**src/rtl/draw_pkg.sv**
```systemverilog
// Shared definitions for the map renderer and the 4x4 square drawer:
// controller state encodings, cell pitch and output widths.
package draw_pkg;

    typedef enum logic [2:0] {
        ST_IDLE     = 3'd0,
        ST_FETCH    = 3'd1,
        ST_MEM_WAIT = 3'd2,
        ST_ISSUE    = 3'd3,
        ST_SQ_WAIT  = 3'd4,
        ST_ADVANCE  = 3'd5,
        ST_DONE     = 3'd6
    } draw_state_t;

    // One map cell is drawn as a CELL_PITCH x CELL_PITCH pixel square.
    localparam int unsigned CELL_PITCH = 32'd4;

    localparam int unsigned IDX_W    = 32'd4;
    localparam int unsigned ADDR_W   = 32'd8;
    localparam int unsigned X_W      = 32'd9;
    localparam int unsigned Y_W      = 32'd8;
    localparam int unsigned COLOUR_W = 32'd3;

    // Screen coordinate of a cell edge; callers truncate to their port width.
    function automatic int unsigned cell_pos(input int unsigned origin,
                                             input logic [IDX_W-1:0] idx);
        return origin + (CELL_PITCH * {28'd0, idx});
    endfunction

endpackage

```
**src/rtl/draw_map_datapath.sv**
```systemverilog
// Datapath for the map renderer: column/row counters, linear map address
// and the registered square coordinates and colour handed to the drawer.
module draw_map_datapath
    import draw_pkg::*;
#(
    parameter int unsigned MAP_W    = 32'd16,
    parameter int unsigned MAP_H    = 32'd16,
    parameter int unsigned ORIGIN_X = 32'd0,
    parameter int unsigned ORIGIN_Y = 32'd0
) (
    input  logic                clock,
    input  logic                reset,
    input  logic                clr,
    input  logic                load,
    input  logic                adv,
    input  logic [COLOUR_W-1:0] map_data,
    output logic [ADDR_W-1:0]   map_addr,
    output logic [X_W-1:0]      sq_x,
    output logic [Y_W-1:0]      sq_y,
    output logic [COLOUR_W-1:0] sq_colour,
    output logic                last_cell
);

    localparam logic [IDX_W-1:0] COL_LAST = IDX_W'(MAP_W - 32'd1);
    localparam logic [IDX_W-1:0] ROW_LAST = IDX_W'(MAP_H - 32'd1);

    logic [IDX_W-1:0]    col_r;
    logic [IDX_W-1:0]    row_r;
    logic [ADDR_W-1:0]   addr_r;
    logic [X_W-1:0]      sq_x_r;
    logic [Y_W-1:0]      sq_y_r;
    logic [COLOUR_W-1:0] sq_colour_r;
    logic                col_last_s;
    logic                last_cell_s;

    assign col_last_s  = (col_r == COL_LAST);
    assign last_cell_s = col_last_s && (row_r == ROW_LAST);

    // Walk cells row-major; the address tracks row*MAP_W+col as a running
    // count because consecutive cells are always one address apart.
    always_ff @(posedge clock) begin
        if (reset) begin
            col_r  <= {IDX_W{1'b0}};
            row_r  <= {IDX_W{1'b0}};
            addr_r <= {ADDR_W{1'b0}};
        end else if (clr) begin
            col_r  <= {IDX_W{1'b0}};
            row_r  <= {IDX_W{1'b0}};
            addr_r <= {ADDR_W{1'b0}};
        end else if (adv && !last_cell_s) begin
            addr_r <= addr_r + 8'd1;
            if (col_last_s) begin
                col_r <= {IDX_W{1'b0}};
                row_r <= row_r + 4'd1;
            end else begin
                col_r <= col_r + 4'd1;
                row_r <= row_r;
            end
        end else begin
            col_r  <= col_r;
            row_r  <= row_r;
            addr_r <= addr_r;
        end
    end

    // Capture the fetched colour and the square position once per cell;
    // they then hold steady while the drawer works on the square.
    always_ff @(posedge clock) begin
        if (reset) begin
            sq_x_r      <= {X_W{1'b0}};
            sq_y_r      <= {Y_W{1'b0}};
            sq_colour_r <= {COLOUR_W{1'b0}};
        end else if (load) begin
            sq_x_r      <= X_W'(cell_pos(ORIGIN_X, col_r));
            sq_y_r      <= Y_W'(cell_pos(ORIGIN_Y, row_r));
            sq_colour_r <= map_data;
        end else begin
            sq_x_r      <= sq_x_r;
            sq_y_r      <= sq_y_r;
            sq_colour_r <= sq_colour_r;
        end
    end

    assign map_addr  = addr_r;
    assign sq_x      = sq_x_r;
    assign sq_y      = sq_y_r;
    assign sq_colour = sq_colour_r;
    assign last_cell = last_cell_s;

endmodule

```
**src/rtl/draw_map.sv**
```systemverilog
// Map renderer: on start, fetches every cell of a MAP_W x MAP_H colour map
// from synchronous memory and asks the square drawer to paint a 4x4 square
// for each, optionally skipping black cells.
module draw_map
    import draw_pkg::*;
#(
    parameter int unsigned MAP_W      = 32'd16,
    parameter int unsigned MAP_H      = 32'd16,
    parameter int unsigned ORIGIN_X   = 32'd0,
    parameter int unsigned ORIGIN_Y   = 32'd0,
    parameter bit          SKIP_BLACK = 1'b0
) (
    input  logic                clock,
    input  logic                reset,
    input  logic                start,
    output logic                done,
    output logic                busy,
    output logic [ADDR_W-1:0]   map_addr,
    input  logic [COLOUR_W-1:0] map_data,
    output logic                sq_start,
    input  logic                sq_done,
    output logic [X_W-1:0]      sq_x,
    output logic [Y_W-1:0]      sq_y,
    output logic [COLOUR_W-1:0] sq_colour
);

    draw_state_t state_r;
    logic        busy_r;
    logic        done_r;
    logic        sq_start_r;
    logic        clr_s;
    logic        load_s;
    logic        adv_s;
    logic        skip_s;
    logic        last_cell_s;

    // Datapath strobes decoded from the current state.
    assign clr_s  = (state_r == ST_IDLE) && start;
    assign load_s = (state_r == ST_MEM_WAIT);
    assign adv_s  = (state_r == ST_ADVANCE);
    assign skip_s = SKIP_BLACK && (map_data == 3'b000);

    // Controller: one pass over the map, with outputs registered alongside
    // the state so sq_start and done are clean single-cycle pulses.
    always_ff @(posedge clock) begin
        if (reset) begin
            state_r    <= ST_IDLE;
            busy_r     <= 1'b0;
            done_r     <= 1'b0;
            sq_start_r <= 1'b0;
        end else begin
            done_r     <= 1'b0;
            sq_start_r <= 1'b0;
            case (state_r)
                ST_IDLE: begin
                    if (start) begin
                        state_r <= ST_FETCH;
                        busy_r  <= 1'b1;
                    end else begin
                        state_r <= ST_IDLE;
                        busy_r  <= 1'b0;
                    end
                end
                ST_FETCH: begin
                    state_r <= ST_MEM_WAIT;
                end
                ST_MEM_WAIT: begin
                    if (skip_s) begin
                        state_r <= ST_ADVANCE;
                    end else begin
                        state_r    <= ST_ISSUE;
                        sq_start_r <= 1'b1;
                    end
                end
                ST_ISSUE: begin
                    state_r <= ST_SQ_WAIT;
                end
                ST_SQ_WAIT: begin
                    if (sq_done) begin
                        state_r <= ST_ADVANCE;
                    end else begin
                        state_r <= ST_SQ_WAIT;
                    end
                end
                ST_ADVANCE: begin
                    if (last_cell_s) begin
                        state_r <= ST_DONE;
                        done_r  <= 1'b1;
                    end else begin
                        state_r <= ST_FETCH;
                    end
                end
                ST_DONE: begin
                    state_r <= ST_IDLE;
                    busy_r  <= 1'b0;
                end
                default: begin
                    state_r <= ST_IDLE;
                    busy_r  <= 1'b0;
                end
            endcase
        end
    end

    draw_map_datapath #(
        .MAP_W    (MAP_W),
        .MAP_H    (MAP_H),
        .ORIGIN_X (ORIGIN_X),
        .ORIGIN_Y (ORIGIN_Y)
    ) u_datapath (
        .clock     (clock),
        .reset     (reset),
        .clr       (clr_s),
        .load      (load_s),
        .adv       (adv_s),
        .map_data  (map_data),
        .map_addr  (map_addr),
        .sq_x      (sq_x),
        .sq_y      (sq_y),
        .sq_colour (sq_colour),
        .last_cell (last_cell_s)
    );

    assign busy     = busy_r;
    assign done     = done_r;
    assign sq_start = sq_start_r;

endmodule
```
**config.mk**
```make
export PLATFORM = sky130hd
export DESIGN_NAME = draw_map
export DESIGN_NICKNAME = d
export VERILOG_FILES = /design/src/rtl/draw_pkg.sv /design/src/rtl/draw_map_datapath.sv /design/src/rtl/draw_map.sv
export SDC_FILE = /design/constraint.sdc
export NUM_CORES = 1
export LEC_CHECK = 0
export ABC_AREA = 1
export BUFFER_PORTS_ARGS = -buffer_cell sky130_fd_sc_hd__buf_2
export CAP_MARGIN = 20
export CORE_UTILIZATION = 52
export DETAILED_ROUTE_END_ITERATION = 8
export PLACE_DENSITY = 0.78
export SLEW_MARGIN = 20
export SYNTH_ARGS = -nofsm -noshare
export SYNTH_HDL_FRONTEND = slang
export SYNTH_SLANG_ARGS = --single-unit
```
**constraint.sdc**
```tcl
create_clock -name clock -period 1.6 [get_ports clock]
set_input_delay 0.4 -clock clock [delete_from_list [all_inputs] [get_ports clock]]
set_output_delay 0.4 -clock clock [all_outputs]
set_load 0.01 [all_outputs]
```
==> results.ini, run 1 <==
[cells_and_area]
sequential_cell_area_um2=661
diodes=0
number_of_nets_at_the_end_of_the_flow=244
area_growth_pct=13.9
final_layout_size_suffix_gt1_share_pct=20.4
fill_cells=264
multi_input_gate_area_um2=722

[sta]
final_hold_viol_count=0
slew_viol_final=0
finalSetupTns_ns=0
period_needed_ns=1.47
period_share_pct=92.1
final-setup-viol-count=0
clock_skew_ns=0.0121
grt_setup_unrepaired=no
achievable-frequency_ghz=0.679

[yosys]
synth_enable_flop_cells=0
synthArstFlopShare_pct=0
synth_sequential_area_ratio_pct=42.5
synth_largest_type_area_fraction_pct=42.5
synthesis.instances=202
ys_warn_count=0
netlist_top_cells_count=39 x sky130_fd_sc_hd__nand2_1, 33 x sky130_fd_sc_hd__dfxtp_1, 25 x sky130_fd_sc_hd__a21oi_1, 25 x sky130_fd_sc_hd__inv_1, 15 x sky130_fd_sc_hd__o21ai_0
yosys.cell_count.top_type=sky130_fd_sc_hd__nand2_1
netlist-cell-type-count=24
dominantRegCellSynth=sky130_fd_sc_hd__dfxtp_1
postSynthAreaPerCell_um2=7.69
netlist.top_cell.by_area=sky130_fd_sc_hd__dfxtp_1
top_cells_by_area_in_the_synthesized_netlist=sky130_fd_sc_hd__dfxtp_1 43%, sky130_fd_sc_hd__nand2_1 9.4%, sky130_fd_sc_hd__a21oi_1 8.1%
ys_seq_elements=33
syn_area_mm2=0.00155

[critical_path]
path_class=flop to flop
critPathCaptureType=flop
worstPathArrival_ns=1.71
critical_path.reg2reg.endpoint=u_datapath.map_addr[5]
r2r_setup_slack_ns=0.13
worst_reg_to_reg_cells=7
timing.critical_path.from=u_datapath.row_r[0]
startpoint_type_of_the_worst_setup_path=flop
cp.required_ns=1.83
path_max_fanout=15
setup.worst_path.end=u_datapath.map_addr[5]
r2r_start=u_datapath.row_r[0]

[clock_network]
ctsLongestPathBuffers=2
post_cts.repair.setup_buffers=0
cts_hold_buf=0
ctsRootBufferMaster=sky130_fd_sc_hd__clkbuf_4
insertion_delay_ns=0.34
cts_htree_levels=2
post_cts_resize_count=0
cts_tree=built
clk_pin_slew_ns=0.10
cts.sinks=33
clock_buffer_count_from_cts=5

[status]
failing_checks=DRC
status=finished with violations

[global_routing]
met2_usage_pct=31.0
grt_max_degree=26
first_global_vias=1152
global_route_wire_length_before_repair_um=5000
globalRouteTotalUtil_pct=20.4
globalRouteOverflowTotal=0
global_route_met1_utilization_pct=25.9
initial_antenna_violation_count=0
grt-busiest-layer=met2
use_met3_pct=7.83

[run]
max_cap_viol_count=0

[drt]
route.detailed.drc=10
iteration_0_drc_count_of_the_detailed_router=54
route.antenna.remaining_nets=0
drtPass1Iterations=7
wl_per_cell_um=10.6
routed_via_density=4.90
wirelength_um=2820
vias=1304

[pwr]
total_switching_power_mw=0.427
clockPowerShare_pct=36.8
power.internal_mw=1.32
power.switching_fraction_pct=24.4
combinationalPowerShare_pct=12.0
power.sequential.fraction_pct=51.2
p_leak_nw=0.750
irDropWorstVdd_mv=0.532
power_after_layout_mw=1.75
power.density_mw_per_mm2=986

[floorplanning]
core_region_area_mm2=0.00281
die_h_um=56.7
rows=19
ioPinCount=38
die_area_mm2=0.00321
die_width_um=56.7
initial_utilization_pct=55.4

[worst_hold_path]
worstHoldPathType=primary input to flop
worst_hold_startpoint=reset

[place]
io_buffer_count=28
post_dp_hpwl_um=2000
placer_s_final_routability_congestion_estimate=0.747

worst min path at each step:
stage / end / slack, ns / cells past startpoint
2_1_floorplan: u_datapath.col_r[0] / 0.47 / 2
3_3_place_gp: u_datapath.sq_colour[0] / 0.43 / 2
3_5_place_dp: u_datapath.sq_colour[0] / 0.43 / 2
4_1_cts: busy / 0.29 / 2
5_1_grt: state_r[0] / 0.29 / 2
6_report: busy / 0.30 / 2
layout make-up:
| class | instances | area share, % |
|---|---|---|
| clock buffer | 7 | 3.11 |
| clock inverter | 1 | 1.70 |
| inverter | 27 | 5.72 |
| multi-input combinational | 136 | 40.8 |
| sequential | 33 | 37.3 |
| tap | 31 | 2.19 |
| timing repair buffer | 31 | 9.19 |
worst max-delay path, cell delays in order, from the launching register on:
cell and delay [ns]:
sky130_fd_sc_hd__dfxtp_1 0.35, sky130_fd_sc_hd__ha_1 0.26, sky130_fd_sc_hd__nand3_4 0.14, sky130_fd_sc_hd__nor2_4 0.06, sky130_fd_sc_hd__nor2_4 0.30, sky130_fd_sc_hd__nand3_1 0.14
sky130_fd_sc_hd__nand2_1 0.10, sky130_fd_sc_hd__nor2_1 0.04
per-stage QoR:
stage	cell area [um^2]	setup WS (ns)	std cells	util (%)	hold slack (ns)
2_1_floorplan	1580	0.309	210	-	0.467
3_3_place_gp	1690	0.212	258	60.1	0.427
3_5_place_dp	1690	0.159	258	60.1	0.431
4_1_cts	1770	0.140	266	63.1	0.292
5_1_grt	1770	0.0109	266	63.1	0.295
6_report	1770	0.127	266	63.1	0.303
sequential cells by signal (all words and copies together), names as in the netlist:
register / flops
u_datapath.map_addr: 8
u_datapath.col_r: 4
u_datapath.row_r: 4
u_datapath.sq_x: 4
u_datapath.sq_y: 4
state_r: 3
u_datapath.sq_colour: 3
busy: 1
done: 1
sq_start: 1
cells by family (layout without fill, tap and decap cells):
kind of cell | count (synthesis) | count (layout) | synth area share, %
adder cells (fa/ha/maj) | 3 | 3 | 2.42
buffers and inverters | 41 | 66 | 13.0
XOR/XNOR | 6 | 6 | 3.38
other | 1 | 9 | 0.241
AO/OA/AOI/OAI | 43 | 43 | 14.9
flip-flops | 33 | 33 | 42.5
AND/OR/NAND/NOR | 75 | 75 | 23.6
cells in the final DEF (no fill, tap or decap):
cell	netlist	layout
sky130_fd_sc_hd__nor2_4	2	2
sky130_fd_sc_hd__buf_4	10	3
sky130_fd_sc_hd__bufinv_16	0	1
sky130_fd_sc_hd__nand3_1	12	12
sky130_fd_sc_hd__clkbuf_1	1	1
sky130_fd_sc_hd__nand3_4	3	3
sky130_fd_sc_hd__xor2_1	5	5
sky130_fd_sc_hd__nand2_1	39	39
sky130_fd_sc_hd__clkbuf_4	0	5
sky130_fd_sc_hd__o21ai_0	15	15
sky130_fd_sc_hd__a21oi_2	1	1
sky130_fd_sc_hd__inv_1	25	25
sky130_fd_sc_hd__inv_2	2	2
sky130_fd_sc_hd__nand3_2	1	1
sky130_fd_sc_hd__a31oi_1	1	1
sky130_fd_sc_hd__xnor2_1	1	1
sky130_fd_sc_hd__a21oi_1	25	25
sky130_fd_sc_hd__nand4_1	2	2
sky130_fd_sc_hd__nor2_1	14	14
sky130_fd_sc_hd__buf_2	2	28
sky130_fd_sc_hd__clkbuf_8	0	1
sky130_fd_sc_hd__ha_1	3	3
sky130_fd_sc_hd__nor3_1	2	2
sky130_fd_sc_hd__dfxtp_1	33	33
sky130_fd_sc_hd__conb_1	1	9
sky130_fd_sc_hd__o21ai_4	1	1
power groups by stage:
stage,registers [mW],clock network (mW),logic [mW]
floorplan,0.932,0,0.135
global placement,0.912,0,0.208
detailed placement,0.914,0,0.210
CTS,0.895,0.656,0.211
global route,0.901,0.697,0.241
finish,0.894,0.642,0.210
routing by layer:
metal  vias up  wire length [um]
met1       566              1360
met5         -                 0
met2        39              1280
met4         0                17
li1        697                 -
met3         2               170
No activity file was read; power rests on OpenSTA's default activity.
==> run 2: changes to the inputs <==
--- a/config.mk
+++ b/config.mk
@@ -8,9 +8,8 @@
 export ABC_AREA = 1
 export BUFFER_PORTS_ARGS = -buffer_cell sky130_fd_sc_hd__buf_2
 export CAP_MARGIN = 20
-export CORE_UTILIZATION = 52
+export CORE_UTILIZATION = 38
 export DETAILED_ROUTE_END_ITERATION = 8
-export PLACE_DENSITY = 0.78
 export SLEW_MARGIN = 20
 export SYNTH_ARGS = -nofsm -noshare
 export SYNTH_HDL_FRONTEND = slang
==> results.ini, run 2 (synthesis results as in run 1) <==
[drt]
wirelength_um=2920
route.antenna.remaining_nets=0
iteration_0_drc_count_of_the_detailed_router=52
wl_per_cell_um=10.4
route.detailed.drc=0
vias=1254
routed_via_density=4.45
drtPass1Iterations=4

[cells_and_area]
highest_count_cells_in_the_layout_ignoring_fill_and_taps=39 x sky130_fd_sc_hd__nand2_1, 33 x sky130_fd_sc_hd__dfxtp_1, 28 x sky130_fd_sc_hd__buf_2, 25 x sky130_fd_sc_hd__inv_1, 25 x sky130_fd_sc_hd__a21oi_1
multi_input_gate_area_um2=722
diodes=0
post-route-util_pct=47.1
largest_register_ff_count=8
area_growth_pct=15.1
sequential_cell_area_um2=661
layout_commonest_cell=sky130_fd_sc_hd__nand2_1
number_of_nets_at_the_end_of_the_flow=245
final_layout_size_suffix_gt1_share_pct=20.5
post-route-cell-area_mm2=0.00179
fill_cells=386

[critical_path]
timing.critical_path.from=u_datapath.row_r[0]
worstPathArrival_ns=1.65
r2r_start=u_datapath.row_r[0]
critPathCaptureType=flop
path_max_fanout=15
r2r_setup_slack_ns=0.16
worst_reg_to_reg_cells=8
setup.worst_path.end=u_datapath.col_r[3]
path_class=flop to flop
critical_path.reg2reg.endpoint=u_datapath.col_r[3]
startpoint_type_of_the_worst_setup_path=flop
cp.required_ns=1.82

[place]
post_dp_hpwl_um=2090
placed_area_mm2=0.00171
pre_cts_slack_ns=0.163
io_buffer_count=28
placer_s_final_routability_congestion_estimate=0.780

[floorplanning]
initial_utilization_pct=40.9
core_region_area_mm2=0.00380
die_h_um=66.0
rows=22
die_area_mm2=0.00435
die_width_um=66.0
ioPinCount=38

[pwr]
irDropWorstVdd_mv=0.313
p_leak_nw=0.749
power.sequential.fraction_pct=53.5
power.internal_mw=1.24
power.density_mw_per_mm2=936
total_switching_power_mw=0.437
combinationalPowerShare_pct=12.8
power_after_layout_mw=1.67
clockPowerShare_pct=33.7
power.switching_fraction_pct=26.1

[run]
max_cap_viol_count=0

[sta]
period_needed_ns=1.44
period_share_pct=89.7
clock_skew_ns=0.00638
worst_slack_ns=0.165
achievable-frequency_ghz=0.697
final-setup-viol-count=0
finalSetupTns_ns=0
slew_viol_final=0
grt_setup_unrepaired=no
final_hold_viol_count=0

[status]
status=complete, no violations

[global_routing]
globalRouteOverflowTotal=0
first_global_vias=1093
global_route_wire_length_before_repair_um=4800
globalRouteTotalUtil_pct=14.8
initial_antenna_violation_count=0
grt_max_degree=16

[clock_network]
clk_pin_slew_ns=0.07
cts.sinks=33
ctsRootBufferMaster=sky130_fd_sc_hd__clkbuf_8
post_cts.repair.setup_buffers=0
post_cts_resize_count=0
clock_buffer_count_from_cts=5
insertion_delay_ns=0.28
ctsLongestPathBuffers=2
cts_htree_levels=2
cts_hold_buf=0
cts_tree=built

[worst_hold_path]
worst_hold_startpoint=reset
worstHoldPathType=primary input to flop

[run 2: changes by cell type in the layout (fill, tap and decap cells not counted), sizes merged]
cell    delta
clkbuf     -2
bufinv     -1
clkinv     +1
buf        +1
[run 2: cell type report]
class                   instances  share of cell area [%]
clock buffers                   5                    3.85
clock inverters                 1                   0.280
inverters                      27                    5.67
multi-input cells             136                    40.4
flip-flops and latches         33                    36.9
well taps                      48                    3.36
repair buffers                 32                    9.52
[run 2: critical path, stage by stage, from the launching register on]
cell and delay [ns]:
sky130_fd_sc_hd__dfxtp_1 0.34, sky130_fd_sc_hd__ha_1 0.26, sky130_fd_sc_hd__nand3_4 0.14, sky130_fd_sc_hd__nor2_4 0.06
sky130_fd_sc_hd__nor2_4 0.28, sky130_fd_sc_hd__nand2_1 0.10, sky130_fd_sc_hd__nand2_1 0.07, sky130_fd_sc_hd__nand2_1 0.04
sky130_fd_sc_hd__nor2_1 0.08
[run 2: per-stage QoR]
stage | std cells | hold WS (ns)
finish | 282 | 0.368
global route | 282 | 0.362
CTS | 282 | 0.349
detailed placement | 276 | 0.431
global placement | 276 | 0.427
floorplan | 210 | 0.467
[run 2: worst min-delay path by stage]
stage | cells past startpoint | endpoint
2_1_floorplan | 2 | u_datapath.col_r[0]
3_3_place_gp | 2 | u_datapath.sq_colour[1]
3_5_place_dp | 2 | u_datapath.sq_colour[0]
4_1_cts | 2 | state_r[2]
5_1_grt | 2 | state_r[2]
6_report | 2 | done
[run 2: layer usage]
| metal | wire [um] | track usage, % |
|---|---|---|
| met1 | 1610 | 19.0 |
| met2 | 1170 | 22.3 |
| met3 | 102 | 5.17 |
| met4 | 42 | 6.38 |
| met5 | 0 | 0 |
[run 2: power groups by stage]
stage	sequential (mW)	clock, mW	combinational (mW)
2_1_floorplan	0.932	0	0.135
5_1_grt	0.903	0.622	0.244
3_5_place_dp	0.915	0	0.216
4_1_cts	0.896	0.594	0.217
3_3_place_gp	0.914	0	0.217
6_report	0.896	0.563	0.214
